<file path="src/rtl/debounce_multi.sv">
`default_nettype none
// ============================================================================
//  Module      : debounce_multi
//  Description : Multi-channel switch debouncer with press/release pulses and
//                optional hold-to-auto-repeat pulses per channel.
//  Revision    : 1.0  initial release
// ============================================================================
module debounce_multi #(
    parameter int NUM_CH          = 4,
    parameter int DEBOUNCE_CYCLES = 250000,
    parameter int ACTIVE_LOW      = 1,
    parameter int REPEAT_EN       = 1,
    parameter int HOLD_CYCLES     = 12500000,
    parameter int REPEAT_CYCLES   = 2500000
) (
    input  logic              i_Clk,
    input  logic              i_Rst_L,
    input  logic [NUM_CH-1:0] i_Switch,
    output logic [NUM_CH-1:0] o_Level,
    output logic [NUM_CH-1:0] o_Press,
    output logic [NUM_CH-1:0] o_Release,
    output logic [NUM_CH-1:0] o_Repeat
);

    localparam int c_DB_W   = (DEBOUNCE_CYCLES > 1) ? $clog2(DEBOUNCE_CYCLES) : 1;
    localparam int c_RP_MAX = (HOLD_CYCLES > REPEAT_CYCLES) ? HOLD_CYCLES : REPEAT_CYCLES;
    localparam int c_RP_W   = $clog2(c_RP_MAX) + 1;

    localparam logic [c_DB_W-1:0] c_DB_LAST   = c_DB_W'(DEBOUNCE_CYCLES - 1);
    localparam logic [c_RP_W-1:0] c_HOLD_LAST = c_RP_W'(HOLD_CYCLES - 1);
    localparam logic [c_RP_W-1:0] c_RPT_LAST  = c_RP_W'(REPEAT_CYCLES - 1);
    localparam logic              c_INV       = (ACTIVE_LOW != 0);

    typedef enum logic [1:0] {
        ST_IDLE   = 2'd0,
        ST_HOLD   = 2'd1,
        ST_REPEAT = 2'd2
    } rpt_state_t;

    generate
        for (genvar g = 0; g < NUM_CH; g++) begin : g_ch
            logic              r_sync1;
            logic              r_sync2;
            logic              r_level;
            logic              r_press;
            logic              r_release;
            logic [c_DB_W-1:0] r_db_cnt;
            logic              w_change;
            logic              w_rise;
            logic              w_fall;

            // Level flips on the edge where the disagreement run hits terminal count
            assign w_change = (r_sync2 != r_level) && (r_db_cnt == c_DB_LAST);
            assign w_rise   = w_change &&  r_sync2;
            assign w_fall   = w_change && !r_sync2;

            always_ff @(posedge i_Clk) begin
                if (!i_Rst_L) begin
                    r_sync1   <= 1'b0;
                    r_sync2   <= 1'b0;
                    r_level   <= 1'b0;
                    r_press   <= 1'b0;
                    r_release <= 1'b0;
                    r_db_cnt  <= '0;
                end else begin
                    r_sync1   <= i_Switch[g] ^ c_INV;
                    r_sync2   <= r_sync1;
                    r_press   <= w_rise;
                    r_release <= w_fall;
                    if (r_sync2 == r_level) begin
                        r_db_cnt <= '0;
                    end else if (w_change) begin
                        r_level  <= r_sync2;
                        r_db_cnt <= '0;
                    end else begin
                        r_db_cnt <= r_db_cnt + 1'b1;
                    end
                end
            end

            assign o_Level[g]   = r_level;
            assign o_Press[g]   = r_press;
            assign o_Release[g] = r_release;

            if (REPEAT_EN != 0) begin : g_rpt
                rpt_state_t        r_state;
                rpt_state_t        w_state_nxt;
                logic [c_RP_W-1:0] r_rp_cnt;
                logic [c_RP_W-1:0] w_rp_cnt_nxt;
                logic              r_repeat;
                logic              w_repeat_nxt;

                // Enter HOLD on the same edge o_Press is registered so the counter
                // is zero during the press cycle; a falling level overrides everything.
                always_comb begin
                    w_state_nxt  = r_state;
                    w_rp_cnt_nxt = r_rp_cnt + 1'b1;
                    w_repeat_nxt = 1'b0;
                    if (w_fall || (!r_level && !w_rise)) begin
                        w_state_nxt  = ST_IDLE;
                        w_rp_cnt_nxt = '0;
                    end else if (w_rise) begin
                        w_state_nxt  = ST_HOLD;
                        w_rp_cnt_nxt = '0;
                    end else begin
                        case (r_state)
                            ST_HOLD: begin
                                if (r_rp_cnt == c_HOLD_LAST) begin
                                    w_state_nxt  = ST_REPEAT;
                                    w_rp_cnt_nxt = '0;
                                    w_repeat_nxt = 1'b1;
                                end
                            end
                            ST_REPEAT: begin
                                if (r_rp_cnt == c_RPT_LAST) begin
                                    w_rp_cnt_nxt = '0;
                                    w_repeat_nxt = 1'b1;
                                end
                            end
                            default: begin
                                w_state_nxt  = ST_IDLE;
                                w_rp_cnt_nxt = '0;
                            end
                        endcase
                    end
                end

                always_ff @(posedge i_Clk) begin
                    if (!i_Rst_L) begin
                        r_state  <= ST_IDLE;
                        r_rp_cnt <= '0;
                        r_repeat <= 1'b0;
                    end else begin
                        r_state  <= w_state_nxt;
                        r_rp_cnt <= w_rp_cnt_nxt;
                        r_repeat <= w_repeat_nxt;
                    end
                end

                assign o_Repeat[g] = r_repeat;
            end else begin : g_no_rpt
                assign o_Repeat[g] = 1'b0;
            end
        end
    endgenerate

endmodule
`default_nettype wire

</file>
<file path="config.mk">
export PLATFORM = sky130hd
export DESIGN_NAME = debounce_multi
export DESIGN_NICKNAME = d
export VERILOG_FILES = /design/src/rtl/debounce_multi.sv
export SDC_FILE = /design/constraint.sdc
export NUM_CORES = 1
export LEC_CHECK = 0
export ABC_AREA = 0
export BUFFER_PORTS_ARGS = -buffer_cell sky130_fd_sc_hd__buf_2
export CORE_AREA = 2 2 126 128
export CTS_BUF_LIST = sky130_fd_sc_hd__clkbuf_8 sky130_fd_sc_hd__clkbuf_16
export DETAILED_ROUTE_END_ITERATION = 12
export DIE_AREA = 0 0 128 130
export HOLD_SLACK_MARGIN = 0.03
export PLACE_DENSITY = 0.8
export SYNTH_ARGS = -nofsm -noshare
export SYNTH_HDL_FRONTEND = slang
export SYNTH_SLANG_ARGS = --single-unit
</file>
<file path="constraint.sdc">
create_clock -name i_Clk -period 2.5 [get_ports i_Clk]
set_input_delay 0.25 -clock i_Clk [delete_from_list [all_inputs] [get_ports i_Clk]]
set_output_delay 0.25 -clock i_Clk [all_outputs]
set_load 0.1 [all_outputs]
</file>
==> results of run 1 <==
-- power by group through the flow --
stage	Clock (W)	Combinational, W	Sequential [W]
2_1_floorplan	0	0.0000210	0.00333
3_3_place_gp	0	0.0000369	0.00334
3_5_place_dp	0	0.0000372	0.00334
4_1_cts	0.00340	0.0000424	0.00326
5_1_grt	0.00355	0.0000455	0.00326
6_report	0.00331	0.0000414	0.00327
-- area by class of cell --
class | instances | area [µm²]
fill | 1251 | 5370
timing repair buffer | 36 | 265
inverter | 33 | 124
tap | 192 | 240
multi-input combinational | 760 | 4580
sequential | 204 | 4080
clock inverter | 10 | 93.8
clock buffer | 30 | 672
-- sequential cells by signal (all words and copies together) (netlist names) --
register,cells
g_ch.g_rpt.r_rp_cnt,100
g_ch.r_db_cnt,72
g_ch.g_rpt.r_state,8
g_ch.g_rpt.r_repeat,4
g_ch.r_level,4
g_ch.r_press,4
g_ch.r_release,4
g_ch.r_sync1,4
g_ch.r_sync2,4
-- worst paths after layout --
check / from / end / cells after the start
max: g_ch[0].r_db_cnt[9]$_SDFF_PP0_ / g_ch[0].g_rpt.r_rp_cnt[23]$_SDFF_PP0_ / 7
max reg2reg: g_ch[0].r_db_cnt[9]$_SDFF_PP0_ / g_ch[0].g_rpt.r_rp_cnt[23]$_SDFF_PP0_ / 7
min: i_Rst_L / g_ch[2].r_press$_SDFF_PN0_ / 3
min reg2reg: g_ch[3].r_sync1$_SDFF_PN0_ / g_ch[3].r_sync2$_SDFF_PN0_ / 1
-- logic make-up (layout without fill, tap and decap cells) --
kind of cell | count (synthesis) | in the layout | share of synthesized area
AND/OR/NAND/NOR | 550 | 550 | 0.302
adder cells (fa/ha/maj) | 16 | 16 | 0.0222
flip-flops | 204 | 204 | 0.454
AO/OA/AOI/OAI | 30 | 30 | 0.0242
multiplexers | 4 | 4 | 0.00445
buffers and inverters | 70 | 109 | 0.0378
XOR/XNOR | 160 | 160 | 0.156
-- worst max-delay path, cell delays in order, from the launching register on --
cell,delay [ns]
dfxtp_1,0.34
or4_1,0.52
or4_1,0.42
o311ai_0,0.41
buf_4,0.20
a211o_2,0.12
buf_12,0.15
nor2_1,0.06
-- timing repair --
action                                  in CTS  in global routing
endpoints found under the hold margin        4                  0
endpoints found under the setup margin       0                  0
hold buffers                                 4                  0
-- metal layers --
metal | share of wire | vias up | GRT usage
met2 | 0.48 | 106 | 0.344
met5 | 0 | - | 0
met1 | 0.47 | 3193 | 0.254
li1 | - | 3551 | -
met4 | 0.016 | 0 | 0.0601
met3 | 0.041 | 16 | 0.0340
-- per-stage QoR --
stage          cell area [µm²]  total power (W)
2_1_floorplan             9000          0.00336
3_3_place_gp              9250          0.00337
3_5_place_dp              9250          0.00337
4_1_cts                  10100          0.00671
5_1_grt                  10100          0.00686
6_report                 10100          0.00662
-- cell usage in the layout (no fill, tap or decap), types with 5 or more instances in the layout --
cell type	Yosys	layout
nand2_1	64	64
and4_1	10	10
clkbuf_16	0	23
nand3_1	63	63
buf_2	1	21
xnor2_1	79	79
nor3_1	39	39
and3_1	29	29
inv_1	33	38
xor2_1	81	81
dfxtp_1	204	204
nand4_1	49	49
or4_1	6	6
buf_4	16	8
nor4_1	20	20
clkbuf_8	0	7
nor3b_1	6	6
and2_1	10	10
ha_1	16	16
o21ai_0	5	5
nor2_1	222	222
nor4bb_1	7	7
nor4b_1	12	12
a21oi_1	8	8
==> qor.yml, run 1 <==
antenna_found_initial: 0
post_cts_resize_count: 0
globalRoute.totalOverflow: 0
max_slew_margin: 0.510
clock_path_buffers: 3
run_status: "complete, no violations"
die_area_um2: 16600
detailed_place_hpwl_um: 10700
final_hold_violating_endpoints: 0
final-max-slew-violation-count: 0
synthesis.instances: 1034
diodes: 0
drt_iter0_drc: 346
cp.arrival_ns: 2.70
initial_core_util: 0.583
synth_area_um2: 9000
final_net_count: 1080
ys_top_cells_by_area: "dfxtp_1 (45%), nor2_1 (9.3%), xor2_1 (7.9%), xnor2_1 (7.7%), nand3_1 (3.5%)"
ant_nets: 0
i_o_pin_total: 22
post_cts_buffers: 0
path_class: "reg -> reg"
maxCapViolCount: 0
number_of_design_rule_violations_left_after_detail_routing: 0
min_period_over_period: 0.931
cts_sinks: 204
async_reset_ff_frac: 0
grt.total_usage: 0.198
worst_hold_path_type: "in -> reg"
timing.hold.ws_ns: 0.150
avgRoutedWirePerCell_um: 12.9
timing.setup.tns_ns: 0
cell_count_after_placement: 1221
yosys.area.top_type_share: 0.454
power.leakage_nw: 3.26
gp_routability_congestion: 0.820
seq_area_frac_synth: 0.454
power.density_nw_per_um2: 659
viasPerCell: 5.43
detailroute.via_count: 6866
power.net_switching_w: 0.00127
swShare: 0.192
drt_pass_1_iters: 6
path_clk_slew_ns: 0.06
post_route_cells_drive_above_1_share: 0.0680
clock-root-buffer: "clkbuf_16"
yosysWarnings: 0
utilization: 0.652
crit_path_start_kind: "register"
primary_flip_flop_cell_chosen_by_synthesis_mapping: "dfxtp_1"
drt_wl_total_um: 16300
synth_fp_nets: 1056
dieWidth_um: 128
synth_most_common_cell: "nor2_1"
finalClockSkew_ns: 0.0134
tritoncts: "yes"
clk-insertion-delay-late_ns: 0.49
end_kind: "register"
power.sequential.fraction: 0.493
setup_viol: 0
row_count: 46
grt_max_degree: 26
final_cell_count_no_fill: 1265
buffer_ports.inserted: 21
post-route-min-period_ns: 2.33
power.share.combinational: 0.006
achievable-frequency_mhz: 429
yosysUniqueCellTypes: 47
core-area_um2: 15400
grt_pass1_vias: 6388
peakVddDrop_v: 0.000542
cts-buffers-inserted: 23
power_frac_clock: 0.501
postLayoutSetupSlackWorst_ns: 0.171
synth.largest_area_cell: "dfxtp_1"
htree_num_levels: 1
synth_edf_count: 0
area_delta_synth_final_pct: 11.7
power.internal_w: 0.00535
die_h_um: 130
postSynthAreaPerCell_um2: 8.70
timing_worst_slew_pin_value_ns: 0.729
grt_pass1_wl_um: 28200
worst-endpoint-required_ns: 2.87
rsz0062_at_grt: "false"
timing.critical_path.fanout_max: 25
r2r_slack_ns: 0.17
synth.ff_latch_count: 204
yosys-top-cells-count: "nor2_1 (222), dfxtp_1 (204), xor2_1 (81)"
detailedPlace.worstSlack_ns: 0.210
Note: power is estimated with default switching activity, not from simulation.
==> run 2, diff against run 1 <==
- CORE_AREA: 2 2 126 128 -> 2 2 193 195
- DIE_AREA: 0 0 128 130 -> 0 0 195 197
- PLACE_DENSITY: 0.8 -> 0.43
==> run 2 against run 1 <==
Against the previous run: via count is 0.48% lower; count of clock-buffer cells in the layout stayed put; largest power group unchanged; cell count is 23% higher; highest routed layer unchanged; largest cell class unchanged.
==> qor.yml, run 2 (synthesized netlist as in run 1, its figures left out) <==
run_status: "complete, no violations"
fillers: 3855
power.leakage_nw: 3.33
final_cell_count_no_fill: 1553
final_hold_violating_endpoints: 0
viasPerCell: 4.40
worst_hold_path_type: "in -> reg"
cts_sinks: 204
cp.arrival_ns: 2.71
antenna_found_initial: 1
min_period_over_period: 0.923
path_class: "reg -> reg"
avgRoutedWirePerCell_um: 11.9
post-route-min-period_ns: 2.31
row_count: 70
max_slew_margin: 0.530
final-max-slew-violation-count: 0
largest-register: "g_ch.g_rpt.r_rp_cnt"
final_net_count: 1088
grt_pass1_wl_um: 32400
dieWidth_um: 195
die_h_um: 197
initial_core_util: 0.248
crit_path_start_kind: "register"
area_delta_synth_final_pct: 17.2
cell_count_after_placement: 1504
ant_nets: 0
timing.hold.ws_ns: 0.142
timing.setup.tns_ns: 0
power.density_nw_per_um2: 668
drt_wl_total_um: 18500
gp_routability_congestion: 0.729
drt_iter0_drc: 288
largest_register_ff_count: 100
end_kind: "register"
cts-buffers-inserted: 24
hold_path.startpoint: "i_Rst_L"
htree_num_levels: 1
worstReg2RegStart: "g_ch[0].r_db_cnt[9]$_SDFF_PP0_"
detailed_place_hpwl_um: 12600
grt_max_degree: 26
maxCapViolCount: 0
buffer_ports.inserted: 21
finalClockSkew_ns: 0.00657
timing_worst_slew_pin_value_ns: 0.699
clk-insertion-delay-late_ns: 0.52
timing.critical_path.fanout_max: 25
detailroute.via_count: 6833
layout_common_cells: "nor2_1 (222), dfxtp_1 (204), xor2_1 (81)"
clock-root-buffer: "clkbuf_16"
core-area_um2: 36300
path_clk_slew_ns: 0.06
utilization: 0.291
peakVddDrop_v: 0.000324
globalRoute.totalOverflow: 0
number_of_design_rule_violations_left_after_detail_routing: 0
post_route_cells_drive_above_1_share: 0.0775
tritoncts: "yes"
i_o_pin_total: 22
clock_path_buffers: 3
setup_viol: 0
achievable-frequency_mhz: 434
drt_pass_1_iters: 4
cp-startpoint: "g_ch[0].r_db_cnt[9]$_SDFF_PP0_"
mostFrequentLayoutCell: "nor2_1"
post_cts_resize_count: 0
grt.total_usage: 0.0990
rsz0062_at_grt: "false"
grt_pass1_vias: 6687
die_area_um2: 38400
reg.largest.list: "g_ch.g_rpt.r_rp_cnt x100, g_ch.r_db_cnt x72, g_ch.g_rpt.r_state x8"
worst-endpoint-required_ns: 2.90
==> run 2: final cells by class <==
type                            instances  area [µm²]  area share
Antenna cell                            1        2.50    0.000237
Clock buffer                           30         694      0.0658
Clock inverter                         14         166      0.0158
Inverter                               33         124      0.0117
Multi-Input combinational cell        760        4580       0.434
Sequential cell                       204        4080       0.387
Tap cell                              468         586      0.0555
Timing Repair Buffer                   43         318      0.0301
==> run 2: layer usage <==
metal / wire length, µm / track usage / up-vias
li1: - / - / 3581
met1: 9480 / 0.133 / 3155
met2: 7940 / 0.160 / 70
met3: 773 / 0.0214 / 27
met4: 334 / 0.0271 / 0
met5: 0 / 0 / -
==> run 2: path summary, 6_finish.rpt <==
kind                                                               to  slack, ns  cells past startpoint
worst max-delay path            g_ch[0].g_rpt.r_rp_cnt[15]$_SDFF_PP0_       0.19                      7
worst min-delay path                       g_ch[2].r_press$_SDFF_PN0_       0.14                      3
worst max register to register  g_ch[0].g_rpt.r_rp_cnt[15]$_SDFF_PP0_       0.19                      7
worst min register to register             g_ch[0].r_sync2$_SDFF_PN0_       0.44                      1
==> run 2: power by group <==
| group | internal, W | leakage [nW] | switching [W] |
|---|---|---|---|
| Sequential | 0.00326 | 1.64 | 0.00000648 |
| Clock | 0.00236 | 0.443 | 0.00138 |
| Combinational | 0.0000161 | 1.24 | 0.0000268 |
==> run 2: what timing repair did <==
action	4_1_cts	5_1_grt
endpoints found under the hold margin	4	0
setup buffers	0	0
endpoints found under the setup margin	0	0
hold buffers	4	0
==> run 2: critical path, cell delays in order (launching register included) <==
cell and delay, ns:
dfxtp_1 0.34, or4_1 0.52, or4_1 0.42, o311ai_0 0.36, buf_4 0.19, a211o_2 0.11, buf_12 0.16, nor2_1 0.08
==> run 2: per-stage QoR <==
| stage | total power, W | instance area, µm² | setup slack, ns |
|---|---|---|---|
| 2_1_floorplan | 0.00336 | 9000 | 0.272 |
| 3_3_place_gp | 0.00338 | 9650 | 0.263 |
| 3_5_place_dp | 0.00338 | 9650 | 0.208 |
| 4_1_cts | 0.00720 | 10500 | 0.169 |
| 5_1_grt | 0.00735 | 10500 | 0.0565 |
| 6_report | 0.00705 | 10600 | 0.194 |
==> run 3, diff against run 2 <==
- ABC_AREA: 0 -> 1
- CORE_AREA: 2 2 193 195 -> 2 2 216 218
- DIE_AREA: 0 0 195 197 -> 0 0 218 220
- PLACE_DENSITY: 0.43 -> 0.42
==> run 3 against run 2 <==
Against the previous run: highest routed layer unchanged; count of clock-buffer cells in the layout is 2 higher; sequential share of layout area down 6.8 points; first-iteration DRC count increased by 100%; critical endpoint is now g_ch[1].g_rpt.r_rp_cnt[0]$_SDFF_PP0_; core utilization shrank 1.2 points; via count grew 49%; wire length increased by 50%; register-to-register slack better by 0.36 ns; non-clock buffer count decreased by 7.
==> qor.yml, run 3 <==
grt_max_degree: 28
grt_pass1_wl_um: 47900
yosysUniqueCellTypes: 35
end_kind: "register"
fillers: 5175
swShare: 0.219
htree_num_levels: 1
grt.total_usage: 0.119
rsz0062_at_grt: "false"
final_hold_violating_endpoints: 0
seq_area_frac_synth: 0.362
post-route-min-period_ns: 1.95
core-area_um2: 45900
synth_most_common_cell: "nor2_1"
power.sequential.fraction: 0.457
path_clk_slew_ns: 0.06
cts_sinks: 204
ys_top_cells_by_area: "dfxtp_1 (36%), nor2_1 (13%), nand2_1 (13%), nand3_1 (7.6%), inv_1 (6.9%)"
async_reset_ff_frac: 0
crit_path_start_kind: "register"
row_count: 79
globalRoute.totalOverflow: 0
area_delta_synth_final_pct: 13.5
largest-register: "g_ch.g_rpt.r_rp_cnt"
postSynthAreaPerCell_um2: 6.55
peakVddDrop_v: 0.000437
initial_core_util: 0.246
mostFrequentLayoutCell: "nor2_1"
ant_nets: 0
avgRoutedWirePerCell_um: 11.8
max_slew_margin: 0.492
number_of_design_rule_violations_left_after_detail_routing: 0
cp.arrival_ns: 2.37
clock_path_buffers: 3
cts_hold_repair.buffers: 4
largest_register_ff_count: 100
buffer_ports.inserted: 21
grt_pass1_vias: 9863
layout_common_cells: "nor2_1 (401), nand2_1 (379), inv_1 (211)"
path_class: "reg -> reg"
power.internal_w: 0.00558
power.net_switching_w: 0.00157
gp_routability_congestion: 0.839
power_frac_clock: 0.536
primary_flip_flop_cell_chosen_by_synthesis_mapping: "dfxtp_1"
i_o_pin_total: 22
final-max-slew-violation-count: 0
synth.largest_area_cell: "dfxtp_1"
diodes: 0
drt_iter0_drc: 585
timing.setup.tns_ns: 0
die_h_um: 220
detailroute.via_count: 10200
power.density_nw_per_um2: 558
synthesis.instances: 1723
synth_edf_count: 0
antenna_found_initial: 0
drt_pass_1_iters: 5
maxCapViolCount: 0
yosys-top-cells-count: "nor2_1 (401), nand2_1 (379), inv_1 (208)"
tritoncts: "yes"
sequential_cell_area_um2: 4080
finalClockSkew_ns: 0.00918
setup_viol: 0
post_cts_resize_count: 0
run_status: "complete, no violations"
clk-insertion-delay-late_ns: 0.55
detailed_place_hpwl_um: 20000
clock-root-buffer: "clkbuf_16"
synth_area_um2: 11300
timing_worst_slew_pin_value_ns: 0.757
report.power.total_w: 0.00715
die_area_um2: 48000
drt_wl_total_um: 27900
dieWidth_um: 218
worst_hold_path_type: "in -> reg"
final_net_count: 1763
power.leakage_nw: 4.51
timing.critical_path.fanout_max: 23
cts-buffers-inserted: 27
yosys.area.top_type_share: 0.362
post_route_cells_drive_above_1_share: 0.0653
min_period_over_period: 0.779
synth.ff_latch_count: 204
synth_fp_nets: 1745
reg.largest.list: "g_ch.g_rpt.r_rp_cnt x100, g_ch.r_db_cnt x72, g_ch.g_rpt.r_state x8"
viasPerCell: 4.30
post_cts_buffers: 0
power.share.combinational: 0.007
worst-endpoint-required_ns: 2.92
yosysWarnings: 0
achievable-frequency_mhz: 513
multi_input_gate_area_in_the_final_layout_um2: 6060
run 3: cell count changes in the layout (fill, tap and decap cells not counted), moves of 31 or more:
cell,before,now
xnor2_1,79,8
nor2_1,222,401
nand2_1,64,379
inv_1,38,211
nand3_1,63,171
nand3b_1,1,32
run 3: final timing paths:
check	start	endpoint	slack [ns]	cells past startpoint
max	g_ch[1].g_rpt.r_rp_cnt[0]$_SDFF_PP0_	g_ch[1].g_rpt.r_rp_cnt[0]$_SDFF_PP0_	0.55	10
min	i_Rst_L	g_ch[1].r_sync2$_SDFF_PN0_	0.09	3
max reg2reg	g_ch[1].g_rpt.r_rp_cnt[0]$_SDFF_PP0_	g_ch[1].g_rpt.r_rp_cnt[0]$_SDFF_PP0_	0.55	10
min reg2reg	g_ch[1].r_sync1$_SDFF_PN0_	g_ch[1].r_sync2$_SDFF_PN0_	0.41	2
run 3: cells by family (layout without fill, tap and decap cells):
family,after synthesis,count (layout),synth area share
buf+inv,260,297,0.101
flops,204,204,0.362
simple gates,1096,1096,0.419
xor+xnor,76,76,0.0590
compound gates,71,71,0.0409
fa+ha+maj,16,16,0.0177
run 3: final cells by class:
cell class / count / share of cell area
clock inverters: 16 / 0.0104
repair buffers: 36 / 0.0178
inverters: 213 / 0.0624
multi-input cells: 1259 / 0.473
flip-flops and latches: 204 / 0.319
clock buffers: 32 / 0.0581
well taps: 607 / 0.0593
run 3: worst max-delay path, cell delays in order, from the launching register on:
cell,delay (ns)
dfxtp_1,0.35
ha_1,0.17
nand2_1,0.09
nor2_1,0.20
nand3_1,0.14
nor2_1,0.15
nand2_1,0.08
nand2_2,0.08
nand2_2,0.29
nand3b_1,0.20
nor2_1,0.06
run 3: metal layers:
metal	vias up	GRT usage	share of wire
met4	0	0.0381	0.024
met3	44	0.0186	0.033
met2	103	0.199	0.44
met1	4601	0.156	0.50
li1	5434	-	-
met5	-	0	0
run 3: through the flow:
step	cells	util	setup WS, ns	instance area (µm²)	hold WS (ns)
floorplan	1723	-	0.890	11300	0.322
global placement	2315	0.259	0.555	11900	0.399
CTS	2367	0.279	0.527	12800	0.0739
detailed placement	2315	0.259	0.534	11900	0.396
finish	2367	0.279	0.552	12800	0.0868
global route	2367	0.279	0.302	12800	0.110
run 3: power groups by stage:
stage	sequential [W]	clock, W	combinational, W
floorplan	0.00334	0	0.0000255
global placement	0.00334	0	0.0000446
detailed placement	0.00334	0	0.0000449
CTS	0.00327	0.00399	0.0000497
global route	0.00326	0.00414	0.0000553
finish	0.00327	0.00384	0.0000476
